**config.mk**
```make
export PLATFORM = sky130hd
export DESIGN_NAME = sram_controller
export DESIGN_NICKNAME = d
export VERILOG_FILES = /design/src/rtl/sram_controller.sv
export SDC_FILE = /design/constraint.sdc
export NUM_CORES = 1
export LEC_CHECK = 0
export CORE_MARGIN = 3
export CORE_UTILIZATION = 41
export DETAILED_ROUTE_END_ITERATION = 10
export PLACE_DENSITY_LB_ADDON = 0.05
export SLEW_MARGIN = 20
export SYNTH_ARGS = -nofsm -noshare
export SYNTH_HDL_FRONTEND = slang
export SYNTH_SLANG_ARGS = --single-unit
```
**constraint.sdc**
```tcl
create_clock -name clk -period 1.9 [get_ports clk]
set_clock_uncertainty 0.2 [all_clocks]
set_input_delay 0.285 -clock clk [delete_from_list [all_inputs] [get_ports clk]]
set_output_delay 0.285 -clock clk [all_outputs]
set_load 0.02 [all_outputs]
```
**src/rtl/sram_controller.sv**
```systemverilog
// rtl/sram_controller.sv - 32-bit CPU data port to 16-bit asynchronous SRAM bridge
//
// Each 32-bit access runs as two 16-bit SRAM phases (LOW = bits 15:0,
// HIGH = bits 31:16), each WAIT_CYCLES long, followed by one DONE cycle.
// ready stays low while an access is in flight so the CPU pipeline freezes.
//
// Ports:
//   clk, rst            clock; asynchronous active-low reset
//   rd_en, wr_en        MEM-stage load/store request (both high = store)
//   address             CPU byte address, word aligned, offset by MEM_BASE
//   write_data          store data
//   read_data           registered load data, updated atomically at end of HIGH
//   ready               1 = no access pending or access completing
//   sram_addr           SRAM halfword address {word, phase}
//   sram_dq_out         data driven to SRAM
//   sram_dq_in          data returned by SRAM
//   sram_dq_oe          1 = controller drives the DQ bus
//   sram_we_n           active-low SRAM write strobe
module sram_controller #(
    parameter int          WAIT_CYCLES = 2,
    parameter logic [31:0] MEM_BASE    = 32'd1024
) (
    input  logic        clk,
    input  logic        rst,
    input  logic        rd_en,
    input  logic        wr_en,
    input  logic [31:0] address,
    input  logic [31:0] write_data,
    output logic [31:0] read_data,
    output logic        ready,
    output logic [17:0] sram_addr,
    output logic [15:0] sram_dq_out,
    input  logic [15:0] sram_dq_in,
    output logic        sram_dq_oe,
    output logic        sram_we_n
);

    localparam logic [3:0] LAST_CNT = 4'(WAIT_CYCLES - 1);

    typedef enum logic [1:0] {
        IDLE,
        LOW,
        HIGH,
        DONE
    } state_t;

    state_t      state_q, state_d;
    logic [3:0]  cnt_q, cnt_d;
    logic        is_wr_q, is_wr_d;
    logic [16:0] word_q, word_d;
    logic [31:0] data_q, data_d;
    logic [15:0] low_q, low_d;
    logic [31:0] read_data_q, read_data_d;

    // Byte offset into SRAM; only bits 18:2 form the word index, so
    // addresses beyond 2^17 words wrap.
    logic [31:0] offset;
    logic        unused_offset_bits;

    assign offset             = address - MEM_BASE;
    assign unused_offset_bits = ^{offset[31:19], offset[1:0]};
    assign read_data          = read_data_q;

    always_comb begin
        state_d     = state_q;
        cnt_d       = cnt_q;
        is_wr_d     = is_wr_q;
        word_d      = word_q;
        data_d      = data_q;
        low_d       = low_q;
        read_data_d = read_data_q;
        ready       = 1'b0;
        sram_addr   = 18'd0;
        sram_dq_out = 16'd0;
        sram_dq_oe  = 1'b0;
        sram_we_n   = 1'b1;

        case (state_q)
            IDLE: begin
                ready = ~(rd_en | wr_en);
                if (rd_en | wr_en) begin
                    state_d = LOW;
                    cnt_d   = 4'd0;
                    is_wr_d = wr_en;
                    word_d  = offset[18:2];
                    data_d  = write_data;
                end
            end
            LOW: begin
                sram_addr = {word_q, 1'b0};
                if (is_wr_q) begin
                    sram_dq_oe  = 1'b1;
                    sram_we_n   = 1'b0;
                    sram_dq_out = data_q[15:0];
                end
                if (cnt_q == LAST_CNT) begin
                    cnt_d   = 4'd0;
                    state_d = HIGH;
                    if (!is_wr_q) begin
                        low_d = sram_dq_in;
                    end
                end else begin
                    cnt_d = cnt_q + 4'd1;
                end
            end
            HIGH: begin
                sram_addr = {word_q, 1'b1};
                if (is_wr_q) begin
                    sram_dq_oe  = 1'b1;
                    sram_we_n   = 1'b0;
                    sram_dq_out = data_q[31:16];
                end
                if (cnt_q == LAST_CNT) begin
                    cnt_d   = 4'd0;
                    state_d = DONE;
                    // Both halves land together so read_data never shows a mix.
                    if (!is_wr_q) begin
                        read_data_d = {sram_dq_in, low_q};
                    end
                end else begin
                    cnt_d = cnt_q + 4'd1;
                end
            end
            DONE: begin
                ready   = 1'b1;
                state_d = IDLE;
            end
            default: begin
                state_d = IDLE;
            end
        endcase
    end

    always_ff @(posedge clk or negedge rst) begin
        if (!rst) begin
            state_q     <= IDLE;
            cnt_q       <= 4'd0;
            is_wr_q     <= 1'b0;
            word_q      <= 17'd0;
            data_q      <= 32'd0;
            low_q       <= 16'd0;
            read_data_q <= 32'd0;
        end else begin
            state_q     <= state_d;
            cnt_q       <= cnt_d;
            is_wr_q     <= is_wr_d;
            word_q      <= word_d;
            data_q      <= data_d;
            low_q       <= low_d;
            read_data_q <= read_data_d;
        end
    end

endmodule

```
==> results.py, run 1 <==
metrics = {
    "cells_and_area": {
        "nFillCells": 876,
        "drive_gt1_frac": 0.361,
        "area_growth_pct": 57.6,
        "fin_util": 0.679,
        "diodes": 0,
        "final_cell_mix": "127 x nand2_1, 104 x dfrtp_1, 99 x clkdlybuf4s50_1, 48 x mux2_2, 40 x buf_6",
        "nNetsFinal": 693,
        "layout_commonest_cell": "nand2_1",
    },
    "floorplan": {
        "start_util": 0.431,
        "coreArea_sq_mm": 0.0105,
        "die_area_sq_mm": 0.0123,
        "rows": 37,
        "dieWidth_um": 111,
        "die-height_um": 111,
        "ios": 153,
    },
    "global_route": {
        "grt_pass1_wl_mm": 19.1,
        "grt_pass1_vias": 3815,
        "grt_max_degree": 48,
        "antenna_found_initial": 0,
        "gr-total-overflow": 0,
        "track_usage": 0.186,
    },
    "sta": {
        "max_freq_ghz": 0.460,
        "fin_crit_ns": 2.17,
        "slew_violations": 0,
        "rsz0062_at_grt": "yes",
        "worst_slew_pin_slew_ns": 0.385,
        "fin_hold_ws_ns": 0.186,
        "fin_crit_sh": 1.14,
        "layout_setup_ws_ns": -0.273,
        "hold_viol_final": 0,
        "slew_headroom": 0.743,
        "setup-violations-final": 42,
    },
    "power_and_ir_drop": {
        "internal-power_mw": 7.50,
        "power_frac_clock": 0.100,
        "vdd_drop_max_uv": 996,
        "p_per_area_mw_per_mm2": 1730,
        "sw_frac_of_total": 0.394,
        "p_sw_mw": 4.87,
        "pwr-share-comb": 0.580,
        "seq_power_share": 0.320,
        "power_leakage_nw": 3.20,
    },
    "logic_synthesis": {
        "synth-compound-area-share": 0.0633,
        "ys_seq_area_frac": 0.575,
        "muxShareOfSynthArea": 0.123,
        "yosys-top-cells-area": "dfrtp_1 58%, mux2_2 12%, nand2_1 11%",
        "syn_area_per_cell_sq_um": 10.6,
        "synth-simple-area-share": 0.186,
        "synth_area_leader_cell": "dfrtp_1",
        "netlist_area_sq_mm": 0.00452,
        "synth_xor_area_frac": 0.00387,
        "post-synth-top-area-fraction": 0.575,
        "synth-seq-cells": 104,
        "syn_inst": 425,
        "synth_fa_ha_area_frac": 0.0221,
        "synth_top_family_by_area": "simple AND/OR/NAND/NOR gates",
        "yosys_warnings": 0,
        "yosysUniqueCellTypes": 37,
        "synth_nets": 517,
    },
    "setup_path": {
        "slowest_delay_ns": 0.43,
        "crit_chain": "inv_2, ha_4, nand2_8, buf_12, nor2_4, buf_6",
        "cp.depth": 6,
        "cp-end-kind": "output port",
        "arrival_ns": 1.69,
        "crit_family": "flip-flops",
        "start_kind": "register",
        "worst-path-buf-inv": 3,
        "cp.required_ns": 1.41,
        "timing.rr.end": "state_q[1]",
        "crit_fanout": 8,
        "reg2reg_from": "state_q[1]",
        "rrSetupSlack_ns": -0.03,
        "crit_type": "register to output port",
        "rr_worst_depth": 6,
        "critPathSlowestCell": "dfrtp_1",
    },
    "clock_network": {
        "cts_root_buf": "clkbuf_8",
        "tritoncts": "built",
        "clockBufferDepth": 2,
        "clock_sinks": 104,
        "clock_latency_ns": 0.35,
        "htreeDepth": 3,
        "clk_pin_slew_ns": 0.10,
        "cts_made_buffers": 9,
    },
    "placement": {
        "post-place-ws_ns": -0.432,
        "dpl.hpwl_mm": 7.91,
        "gp_congestion": 0.766,
        "portBuffers": 137,
    },
    "drt": {
        "ant_nets": 0,
        "drtPass1Iterations": 4,
        "viasPerCell": 4.99,
        "drc": 0,
        "drt_iter0_drc": 150,
        "vias": 3700,
        "wl_per_cell_um": 15.6,
        "drt_wl_total_mm": 11.5,
    },
    "run_status": {
        "violations": "setup timing",
        "status": "complete, but fails checks",
    },
    "job": {
        "maxCapViolations": 0,
    },
    "min_path": {
        "hp-class": "input pin to asynchronous set/reset pin",
    },
}
## final cells by class
type,count,area (sq um),share of cell area
flip-flops and latches,104,2600,0.365
multi-input cells,294,2190,0.307
repair buffers,186,1970,0.276
well taps,136,170,0.0239
clock buffers,10,128,0.0179
clock inverters,6,43.8,0.00614
inverters,6,27.5,0.00386
## per-layer routing
metal / track usage / wire length [um] / up-vias
met3: 0.0382 / 603 / 9
met5: 0 / 0 / -
met4: 0.0454 / 101 / 0
li1: - / - / 1790
met2: 0.312 / 5620 / 105
met1: 0.250 / 5220 / 1796
## stage by stage
step | power, mW | instances | cell area [sq um] | TNS [ns]
6_report | 12.4 | 742 | 7130 | -9.01
5_1_grt | 13.2 | 742 | 7130 | -15.05
4_1_cts | 12.3 | 740 | 7030 | -10.44
3_5_place_dp | 10.1 | 715 | 6530 | -15.78
3_3_place_gp | 9.89 | 715 | 6530 | -14.24
2_1_floorplan | 7.53 | 425 | 4740 | -0.872
## worst register-to-register path, cell delays in order (launching register included)
cell,delay [ns]
dfrtp_1,0.44
buf_6,0.14
ha_4,0.18
or2_4,0.27
buf_6,0.12
a21o_1,0.17
mux2_4,0.30
## power groups by stage
| stage | clock, mW | combinational, mW | sequential, mW |
|---|---|---|---|
| 5_1_grt | 1.38 | 7.71 | 4.10 |
| 3_5_place_dp | 0 | 6.15 | 3.93 |
| 6_report | 1.24 | 7.18 | 3.96 |
| 3_3_place_gp | 0 | 6.01 | 3.88 |
| 4_1_cts | 1.29 | 7.05 | 3.95 |
| 2_1_floorplan | 0 | 3.29 | 4.24 |
## how the worst max path moves through the flow
stage	slack, ns	from	end
detailed placement	-0.43	state_q[1]	sram_dq_out[8]
CTS	-0.33	state_q[1]	sram_addr[10]
finish	-0.27	state_q[1]	sram_dq_out[13]
global placement	-0.38	state_q[1]	sram_dq_out[6]
floorplan	-0.08	state_q[0]	sram_addr[12]
global route	-0.35	state_q[1]	sram_dq_out[13]
## registers in the layout (all words and copies together) (netlist names)
| signal | count |
|---|---|
| word_q | 17 |
| is_wr_q | 1 |
| state_q | 2 |
| data_q | 32 |
| low_q | 16 |
| read_data | 32 |
| cnt_q | 4 |
## Yosys cell counts, drive strengths merged
cell type and n:
nand2 130, a21oi 1, nand2b 2, a221o 1, clkbuf 14, buf 10
and3 17, a21o 1, and2 1, nand3 2, a32o 1, a22oi 16
nor4b 2, o31ai 3, or4 3, nor2 24, a2111oi 1, dfrtp 104
or2 1, o21a 1, a31oi 5, inv 6, or3b 3, xnor2 2
o2bb2ai 1, mux2 49, o21ai 11, ha 8, nor3b 2, or3 3
## cell families after synthesis
| family | count (synthesis) |
|---|---|
| multiplexers | 49 |
| adder cells (fa/ha/maj) | 8 |
| AO/OA/AOI/OAI | 42 |
| flip-flops | 104 |
| XOR/XNOR | 2 |
| AND/OR/NAND/NOR | 190 |
| buffers and inverters | 30 |
## timing repair
item,4_1_cts,5_1_grt
resized for setup,263,18
endpoints found under the setup margin,52,76
gates cloned,5,1
pin swaps,17,24
setup buffers,3,1
hold buffers,1,0
hold endpoints to repair,56,0
Power figures use the tool's default switching activity.
==> inputs of run 2 (changes only) <==
Settings changed: SLEW_MARGIN 20 to 5.
==> results of run 2 <==
Final layout, timing and power as in run 1 (identical DEF).
==> inputs of run 3 (changes only) <==
--- a/config.mk
+++ b/config.mk
@@ -7,4 +7,3 @@
 export LEC_CHECK = 0
-export CORE_MARGIN = 3
-export CORE_UTILIZATION = 41
+export CORE_UTILIZATION = 46
 export DETAILED_ROUTE_END_ITERATION = 10
==> constraint.sdc (replaced) <==
create_clock -name clk -period 2.1 [get_ports clk]
set_clock_uncertainty 0.2 [all_clocks]
set_input_delay 0.21 -clock clk [delete_from_list [all_inputs] [get_ports clk]]
set_output_delay 0.21 -clock clk [all_outputs]
set_load 0.02 [all_outputs]
==> run 3 against run 2 <==
The flow still finishes with violations (setup timing); final cell count decreased by 3.4%; total power decreased by 15%; clock power decreased by 9.7%; first-iteration DRC count decreased by 44%; combinational power decreased by 19%; critical endpoint is now sram_addr[13]; largest cell class unchanged; largest power group unchanged.
==> results.py, run 3 (same netlist as run 1, synthesis figures left out) <==
metrics = {
    "power_and_ir_drop": {
        "internal-power_mw": 6.41,
        "pwr-share-comb": 0.556,
        "sw_frac_of_total": 0.391,
        "seq_power_share": 0.338,
        "p_sw_mw": 4.12,
        "power_frac_clock": 0.106,
        "p_per_area_mw_per_mm2": 1560,
        "vdd_drop_max_uv": 860,
        "power_leakage_nw": 3.06,
    },
    "clock_network": {
        "clockBufferDepth": 2,
        "cts_root_buf": "clkbuf_8",
        "htreeDepth": 3,
        "clock_sinks": 104,
        "cts_made_buffers": 9,
        "clock_latency_ns": 0.35,
        "clk_pin_slew_ns": 0.10,
        "tritoncts": "built",
    },
    "placement": {
        "gp_congestion": 0.771,
        "portBuffers": 137,
        "dp.cells": 690,
        "dpl_cell_area_sq_mm": 0.00622,
        "post-place-ws_ns": -0.165,
        "dpl.hpwl_mm": 6.83,
    },
    "drt": {
        "drc": 0,
        "drtPass1Iterations": 4,
        "wl_per_cell_um": 14.8,
        "viasPerCell": 5.05,
        "ant_nets": 0,
        "drt_wl_total_mm": 10.6,
        "vias": 3622,
        "drt_iter0_drc": 84,
    },
    "floorplan": {
        "die-height_um": 101,
        "start_util": 0.483,
        "dieWidth_um": 101,
        "die_area_sq_mm": 0.0102,
        "rows": 35,
        "coreArea_sq_mm": 0.00937,
        "ios": 153,
    },
    "cells_and_area": {
        "fin_util": 0.719,
        "final_cell_mix": "128 x nand2_1, 104 x dfrtp_1, 99 x clkdlybuf4s50_1, 48 x mux2_2",
        "fin_cells": 717,
        "area_growth_pct": 48.9,
        "drive_gt1_frac": 0.310,
        "design_area_sq_mm": 0.00674,
        "layout_commonest_cell": "nand2_1",
        "nFillCells": 737,
        "nNetsFinal": 675,
        "diodes": 0,
    },
    "sta": {
        "slew_headroom": 0.633,
        "max_freq_ghz": 0.473,
        "slew_violations": 0,
        "hold_viol_final": 0,
        "fin_crit_ns": 2.11,
        "setup-violations-final": 1,
        "fin_setup_tns_ns": -0.0137,
        "rsz0062_at_grt": "yes",
        "fin_crit_sh": 1.01,
        "layout_setup_ws_ns": -0.0137,
        "worst_slew_pin_slew_ns": 0.551,
    },
    "setup_path": {
        "crit_family": "simple AND/OR/NAND/NOR gates",
        "crit_type": "register to output port",
        "arrival_ns": 1.70,
        "crit_fanout": 5,
        "cp-end-kind": "output port",
        "crit_chain": "buf_6, ha_4, or2_4, and3_2, buf_2",
        "rrSetupSlack_ns": 0.06,
        "worst-path-buf-inv": 2,
        "critPathLaunch": "state_q[0]",
        "critPathSlowestCell": "dfrtp_1",
        "start_kind": "register",
        "slowest_delay_ns": 0.43,
        "rr_worst_depth": 7,
        "timing.rr.end": "state_q[1]",
        "reg2reg_from": "state_q[0]",
        "cp.depth": 5,
        "worstSetupEndpoint": "sram_addr[13]",
        "cp.required_ns": 1.69,
    },
    "run_status": {
        "status": "complete, but fails checks",
        "violations": "setup timing",
    },
    "global_route": {
        "grt_max_degree": 105,
        "antenna_found_initial": 0,
        "gr-total-overflow": 0,
        "grt_pass1_vias": 3640,
        "grt_pass1_wl_mm": 17.1,
        "track_usage": 0.213,
    },
    "job": {
        "maxCapViolations": 0,
    },
    "min_path": {
        "hp-class": "input pin to register",
    },
}
-- run 3: changes by cell type in the layout (fill, tap and decap cells not counted), moves of 6 or more --
cell,previous run,this run
a22oi_2,16,8
buf_2,0,7
nor2_4,12,6
a22oi_1,0,8
buf_6,40,25
buf_4,33,25
-- run 3: final cells by class --
cell class / instances / area (sq um) / area share
flip-flops and latches: 104 / 2600 / 0.386
multi-input cells: 294 / 2070 / 0.308
repair buffers: 168 / 1700 / 0.253
well taps: 129 / 161 / 0.0240
clock buffers: 11 / 131 / 0.0195
clock inverters: 5 / 41.3 / 0.00613
inverters: 6 / 25.0 / 0.00371
-- run 3: layer usage --
layer / GRT usage / up-vias / share of wire
li1: - / 1756 / -
met1: 0.284 / 1750 / 0.46
met2: 0.353 / 106 / 0.48
met3: 0.0421 / 10 / 0.054
met4: 0.0669 / 0 / 0.011
met5: 0 / - / 0
-- run 3: through the flow --
stage	hold slack, ns	power (mW)
2_1_floorplan	-0.286	6.34
3_3_place_gp	0.120	8.36
3_5_place_dp	0.122	8.52
4_1_cts	0.150	10.1
5_1_grt	0.179	11.2
6_report	0.170	10.5
-- run 3: power by group through the flow --
stage	clock network, mW	registers [mW]	logic, mW
6_report	1.12	3.55	5.85
4_1_cts	1.16	3.51	5.41
2_1_floorplan	0	3.82	2.53
3_5_place_dp	0	3.54	4.98
3_3_place_gp	0	3.48	4.88
5_1_grt	1.24	3.67	6.32
-- run 3: worst min-delay path by stage --
| stage | start | endpoint | slack, ns | depth (start not counted) |
|---|---|---|---|---|
| floorplan | rst | cnt_q[0] | -0.29 | 0 |
| global placement | rst | read_data[3] | 0.12 | 2 |
| detailed placement | rst | read_data[3] | 0.12 | 2 |
| CTS | write_data[3] | data_q[3] | 0.15 | 3 |
| global route | write_data[5] | data_q[5] | 0.18 | 3 |
| finish | write_data[3] | data_q[3] | 0.17 | 3 |
-- run 3: timing repair --
action                                 CTS  global route
setup buffers                            4             2
setup endpoints to repair               37            33
hold buffers                             1             0
pin swaps                                2            13
gates cloned                             4             0
resized for setup                      187            74
endpoints found under the hold margin  104             0
-- run 3: worst reg2reg max path, cell delays in order, from the launching register on --
cell,delay [ns]
dfrtp_1,0.43
buf_6,0.14
ha_4,0.18
or2_4,0.25
buf_4,0.14
buf_4,0.12
a21o_1,0.18
mux2_4,0.30
==> RTL edit, RTL diff (config.mk and constraints of run 1) <==
Make the reset (`rst`) synchronous in one clocked block. Comments in the files are not updated.
--- a/src/rtl/sram_controller.sv
+++ b/src/rtl/sram_controller.sv
@@ -132,5 +132,5 @@
     end
 
-    always_ff @(posedge clk or negedge rst) begin
+    always_ff @(posedge clk) begin
         if (!rst) begin
             state_q     <= IDLE;
Behaviour: differs if rst is asserted again (counterexample within 4 cycles, from zero or initial values and one cycle with rst low); with rst held inactive, the same outputs for 10 cycles.
==> RTL edit against run 1 <==
- sequential cell count did not move
- critical endpoint is now sram_addr[7]
- final area is 4.3% lower
- wire length is 0.25% lower
- sequential share of layout area down 5.9 points
- global-route usage is 1.1 points higher
- area after synthesis fell by 4.7%
- the run still ends with setup timing left
- setup slack gained 0.10 ns
- first-iteration DRC count is 6.0% lower
- largest cell class is now multi-input combinational cells
Power is not compared: it rests on default switching activity, and its combinational part moved more than twofold at a synthesized area within 25%.
==> RTL edit: results (changes against run 1) <==
Synth Net Count=598 (+16%); dominant cells by area after synthesis=dfxtp_1 (48%), nand2_1 (13%), mux2i_1 (11%), a21oi_1 (5.3%), a22oi_1 (2.8%); first-pass GRT wire length=18,720 um (-1.8%); # nets final=754 (+8.8%); clk cell area share=3.501% (+1.1 points); failing checks=setup timing; outcome=complete, but fails checks; sequential area share after synthesis=48.29% (-9.2 points); inverter count=7 (+1); fin worst setup slack=-0.1711 ns (+0.1020 ns); Seq area share=30.57% (-5.9 points); met2 GRT Util=31.95% (+0.72 points); DRT Pass-1 Iters=5 (+1); non-clk buf share=27.46% (-0.16 points); met1 wire length=5060 um (-3.1%); number of fill cells=829 (-5.4%); Final Setup Violations=36 (-14%); placed cell area=6208 sq um (-4.9%); met3 wire len=704 um (+17%); worst slack, placed=-0.3696 ns (+0.06196 ns); Final Hold Slack=0.09654 ns (-0.08980 ns); Core Box Area=10000 sq um (-4.8%); Synth top cells by count=nand2_1 (151), dfxtp_1 (104), mux2i_1 (49), a21oi_1 (46), clkbuf_1 (28); Post-synth ARST share=0% (-100 points); wire length on met2=5498 um (-2.1%); vias per cell=5.034 (+0.95%); multi-input gates=361 (+23%)
-- RTL edit: cell count changes after synthesis, sizes merged, moves of 3 or more --
cell,run 1,this run
clkbuf,14,28
a211oi,0,3
a21oi,1,46
mux2i,0,49
nand2,130,151
mux2,49,0
dfrtp,104,0
dfxtp,0,104
-- RTL edit: cells by family after synthesis --
| family | count (synthesis) | synth area share (%) |
|---|---|---|
| AND/OR/NAND/NOR | 209 | 21.33 |
| flip-flops | 104 | 48.29 |
| AO/OA/AOI/OAI | 90 | 12.22 |
| multiplexers | 49 | 11.38 |
| buffers and inverters | 44 | 4.063 |
| adder cells (fa/ha/maj) | 8 | 2.322 |
| XOR/XNOR | 2 | 0.4063 |
-- RTL edit: timing repair --
item	in CTS	in global routing
pin swaps	13	21
setup buffers	5	0
hold buffers	0	0
cloned	3	1
resized for setup	232	45
endpoints found under the setup margin	38	39
hold endpoints to repair	0	0
